## config.mk

```make
export PLATFORM = sky130hd
export DESIGN_NAME = skid_buffer
export DESIGN_NICKNAME = d
export VERILOG_FILES = /design/src/rtl/skid_buffer_pkg.sv /design/src/rtl/skid_buffer_flopen.sv /design/src/rtl/skid_buffer.sv
export SDC_FILE = /design/constraint.sdc
export NUM_CORES = 1
export LEC_CHECK = 0
export ABC_AREA = 1
export CORE_UTILIZATION = 35
export DETAILED_ROUTE_END_ITERATION = 16
export GPL_ROUTABILITY_DRIVEN = 0
export HOLD_SLACK_MARGIN = 0.15
export SLEW_MARGIN = 20
export SYNTH_ARGS = -nofsm -noshare
export SYNTH_HDL_FRONTEND = slang
export SYNTH_SLANG_ARGS = --single-unit
```

## constraint.sdc

```tcl
create_clock -name clk -period 1.51 [get_ports clk]
set_input_delay 0.302 -clock clk [delete_from_list [all_inputs] [get_ports clk]]
set_output_delay 0.302 -clock clk [all_outputs]
set_load 0.02 [all_outputs]
```

## src/rtl/skid_buffer_pkg.sv

```systemverilog
// Shared definitions for the skid buffer: default data width, enable levels
// and FSM state codes.
package skid_buffer_pkg;

  localparam int DEFAULT_WIDTH = 8;

  localparam logic ENABLE  = 1'b1;
  localparam logic DISABLE = 1'b0;

  typedef enum logic [1:0] {
    SKID_EMPTY = 2'b00,
    SKID_ONE   = 2'b01,
    SKID_FULL  = 2'b10
  } skid_state_e;

endpackage

```

## src/rtl/skid_buffer_flopen.sv

```systemverilog
// Enable register used for the skid buffer head and skid storage.
module skid_buffer_flopen
  import skid_buffer_pkg::*;
#(
  parameter int WIDTH = DEFAULT_WIDTH
) (
  input  logic             clk,
  input  logic             en,
  input  logic [WIDTH-1:0] d,
  output logic [WIDTH-1:0] q
);

  // NOTE: pure data storage carries no reset; the FSM decides whether its contents are meaningful.
  always_ff @(posedge clk) begin
    if (en == ENABLE) q <= d;
  end

endmodule

```

## src/rtl/skid_buffer.sv

```systemverilog
// Two-entry skid buffer feeding a downstream enable-register stage.
// Optional transfer counter enabled by defining SKID_STATS_EN.
module skid_buffer
  import skid_buffer_pkg::*;
#(
  parameter int WIDTH = DEFAULT_WIDTH
) (
  input  logic             clk,
  input  logic             reset,
  input  logic             in_valid,
  output logic             in_ready,
  input  logic [WIDTH-1:0] in_data,
  input  logic             out_ready,
  output logic             out_en,
  output logic [WIDTH-1:0] out_data
`ifdef SKID_STATS_EN
  ,
  output logic [15:0]      xfer_count
`endif
);

  skid_state_e      state_q, state_d;
  logic             head_en, skid_en;
  logic [WIDTH-1:0] head_d, head_q, skid_q;
  logic             push, pop;

  assign in_ready = !reset && (state_q != SKID_FULL);
  assign out_en   = (state_q != SKID_EMPTY && out_ready && !reset) ? ENABLE : DISABLE;
  assign push     = in_valid && in_ready;
  assign pop      = (out_en == ENABLE);
  assign out_data = head_q;

  // NOTE: every output of this block gets a default first so no path leaves it unassigned (no latch).
  always_comb begin
    state_d = state_q;
    head_en = DISABLE;
    skid_en = DISABLE;
    head_d  = in_data;
    unique case (state_q)
      SKID_EMPTY: begin
        if (push) begin
          state_d = SKID_ONE;
          head_en = ENABLE;
        end
      end
      SKID_ONE: begin
        if (push && pop) begin
          head_en = ENABLE;
        end else if (push) begin
          state_d = SKID_FULL;
          skid_en = ENABLE;
        end else if (pop) begin
          state_d = SKID_EMPTY;
        end
      end
      SKID_FULL: begin
        if (pop) begin
          state_d = SKID_ONE;
          head_en = ENABLE;
          head_d  = skid_q;
        end
      end
      default: state_d = SKID_EMPTY;
    endcase
  end

  // NOTE: sequential state uses non-blocking assignment so all flops update together at the edge.
  always_ff @(posedge clk) begin
    if (reset) state_q <= SKID_EMPTY;
    else       state_q <= state_d;
  end

  skid_buffer_flopen #(.WIDTH(WIDTH)) u_head (
    .clk (clk),
    .en  (head_en),
    .d   (head_d),
    .q   (head_q)
  );

  skid_buffer_flopen #(.WIDTH(WIDTH)) u_skid (
    .clk (clk),
    .en  (skid_en),
    .d   (in_data),
    .q   (skid_q)
  );

`ifdef SKID_STATS_EN
  logic [15:0] xfer_count_q, xfer_count_d;

  always_comb xfer_count_d = pop ? xfer_count_q + 16'd1 : xfer_count_q;

  always_ff @(posedge clk) begin
    if (reset) xfer_count_q <= 16'd0;
    else       xfer_count_q <= xfer_count_d;
  end

  assign xfer_count = xfer_count_q;
`endif

endmodule

```

==> flow_metrics.env <==
export IMPL_outcome="completed"
export IMPL_grt_max_degree=11
export IMPL_via_count=582
export IMPL_worst_pin_slew_ps=219
export IMPL_postCtsSetupRepairBufs=0
export IMPL_coreArea_um2=1960
export IMPL_synth_seq_area_share_pct=71.5
export IMPL_vdd_drop_max_mv=0.471
export IMPL_setup_viol=0
export IMPL_layout_drive_gt1_share_pct=24.8
export IMPL_holdCritPathClass="flip-flop to flip-flop"
export IMPL_ant_nets=0
export IMPL_grt_pass1_wl_um=2010
export IMPL_dp_hpwl_um=1010
export IMPL_antenna_found_initial=0
export IMPL_cap_violations=0
export IMPL_cts_tree="yes"
export IMPL_fin_cells=132
export IMPL_ios=22
export IMPL_synth_distinct_cells=11
export IMPL_drv_slew=0
export IMPL_syn_instance_count=67
export IMPL_fmaxAchievable_mhz=703
export IMPL_firstDrtPassIters=4
export IMPL_slew_headroom_pct=85.4
export IMPL_top_layer_used="met4"
export IMPL_fin_setup_tns_ps=0
export IMPL_yosys_top_cells_area="edfxtp_1 66%, nand2_1 16%, dfxtp_1 5.5%, nor2_1 3.1%, nand3_4 2.4%"
export IMPL_synthAdderAreaFrac_pct=0
export IMPL_startpoint="reset"
export IMPL_synth_seq_cells=18
export IMPL_dieArea_um2=2270
export IMPL_cts_htree_levels=1
export IMPL_min_delay_start="u_skid.q[7]"
export IMPL_worst_ep_arrival_time_ps=1120
export IMPL_fillCellCount=185
export IMPL_die_width_um=47.6
export IMPL_r2r_start="state_q[1]"
export IMPL_viasPerCell=4.41
export IMPL_synth_top_family_by_area="simple AND/OR/NAND/NOR gates"
export IMPL_syn_nets=79
export IMPL_finalCritPeriodShare_pct=94.2
export IMPL_leakage_nw=0.478
export IMPL_insertion_delay_ps=280
export IMPL_clockBufferDepth=2
export IMPL_m1WireLength_um=557
export IMPL_crit_type="primary input to output pin"
export IMPL_cts_root_buf="clkbuf_4"
export IMPL_fin_worst_skew_ps=1.62
export IMPL_end_kind="output pin"
export IMPL_die_height_um=47.6
export IMPL_start_kind="primary input"
export IMPL_fin_util_pct=55.9
export IMPL_avgSynthCellArea_um2=10.9
export IMPL_wl_met2_um=671
export IMPL_synth_largest_area_cell="edfxtp_1"
export IMPL_row_count=16
export IMPL_grt_ovfl_total=0
export IMPL_diodes=0
export IMPL_grt_setup_unrepaired="no"
export IMPL_synth_top_area_share_pct=66.0
export IMPL_nNetsFinal=118
export IMPL_start_util_pct=37.1
export IMPL_area_growth_pct=50.7
export IMPL_drtIter0Drc=6
export IMPL_grt_pass1_vias=486
export IMPL_path_clk_slew_ps=100
export IMPL_cts_buffers=3
export IMPL_route_detailed_drc=0
export IMPL_synth_xor_area_share_pct=0
export IMPL_placedCellCount=128
export IMPL_cts_sinks=18
export IMPL_synth_compound_area_share_pct=2.06
export IMPL_numPortBuffers=21
export IMPL_wl_um=1310
export IMPL_synth_mux_area_share_pct=0
export IMPL_grtUsageTotal_pct=13.4
export IMPL_ys_warn_count=0
export IMPL_crit_fanout=3
export IMPL_required_ps=1210
export IMPL_wl_met3_um=62
export IMPL_hold_viol_final=0
export IMPL_synthSimpleGateAreaFrac_pct=23.7
export IMPL_layout_min_cycle_time_ps=1420
export IMPL_wl_per_cell_um=9.90
export IMPL_power_density_nw_per_um2=888
export IMPL_netlist_area_um2=728
==> per-stage QoR <==
step / power (mW) / worst slack (ps) / hold WS [ps] / area [µm²]
3_3_place_gp: 0.762 / -346 / 480 / 1080
2_1_floorplan: 0.658 / 177 / 401 / 728
5_1_grt: 1.03 / 13.0 / 534 / 1100
3_5_place_dp: 0.765 / -365 / 498 / 1080
6_report: 0.975 / 88.2 / 520 / 1100
4_1_cts: 0.990 / 12.8 / 513 / 1090
==> metal layers <==
layer / GRT usage (%) / vias to the layer above
met5: 0 / -
met4: 8.33 / 0
met3: 2.26 / 2
met2: 22.5 / 18
met1: 16.1 / 263
li1: - / 299
==> registers in the layout, summed over array words and instances (netlist names) <==
name	flops
u_skid.q	8
state_q	2
u_head.q	8
==> worst paths after layout <==
path	depth (start not counted)	endpoint	slack (ps)
setup / recovery	5	out_en	90
hold / removal	2	u_head.q[7]	520
setup reg to reg	8	u_head.q[4]	170
hold reg to reg	2	u_head.q[7]	520
==> synthesized netlist by cell type <==
| cell | n |
|---|---|
| a21oi_1 | 3 |
| clkinv_2 | 1 |
| dfxtp_1 | 2 |
| edfxtp_1 | 16 |
| inv_1 | 3 |
| inv_2 | 1 |
| nand2_1 | 31 |
| nand3_1 | 2 |
| nand3_4 | 1 |
| nor2_1 | 6 |
| nor2_2 | 1 |
==> repair_timing <==
item,in CTS,in global routing
hold buffers,0,0
setup endpoints to repair,10,18
gates resized for setup,14,5
==> area by class of cell <==
cell class	count	area (µm²)	share of cell area [%]
multi-input cells	44	195	17.8
repair buffers	34	300	27.4
flip-flops and latches	18	522	47.5
clock buffers	3	22.5	2.05
well taps	27	33.8	3.08
inverters	5	20.0	1.82
clock inverters	1	3.75	0.342
==> critical path, stage by stage <==
cell             delay (ps)
clkdlybuf4s50_1         450
inv_2                    70
nand2_1                  60
nor2_1                   80
buf_2                   160
==> kinds of logic after synthesis <==
group	count (synthesis)
AOI/OAI and AO/OA	3
buffers and inverters	5
DFF	18
and+or+nand+nor	41
==> layout by cell type (no fill, tap or decap), types with 2 or more instances in the layout <==
master,count
nand2_1,31
edfxtp_1,16
buf_4,12
clkdlybuf4s50_1,11
dlygate4sd2_1,8
nor2_1,5
a21oi_1,3
clkbuf_4,3
inv_2,2
nor2_2,2
inv_1,2
==> power by group <==
part           switching (mW)  internal (mW)  total [mW]  leakage [nW]
Sequential            0.00935          0.568       0.578         0.164
Combinational          0.0812         0.0834       0.165         0.299
Clock                   0.137         0.0958       0.232        0.0154
Total                   0.227          0.747       0.975         0.478
Note: power is estimated with default switching activity, not from simulation.
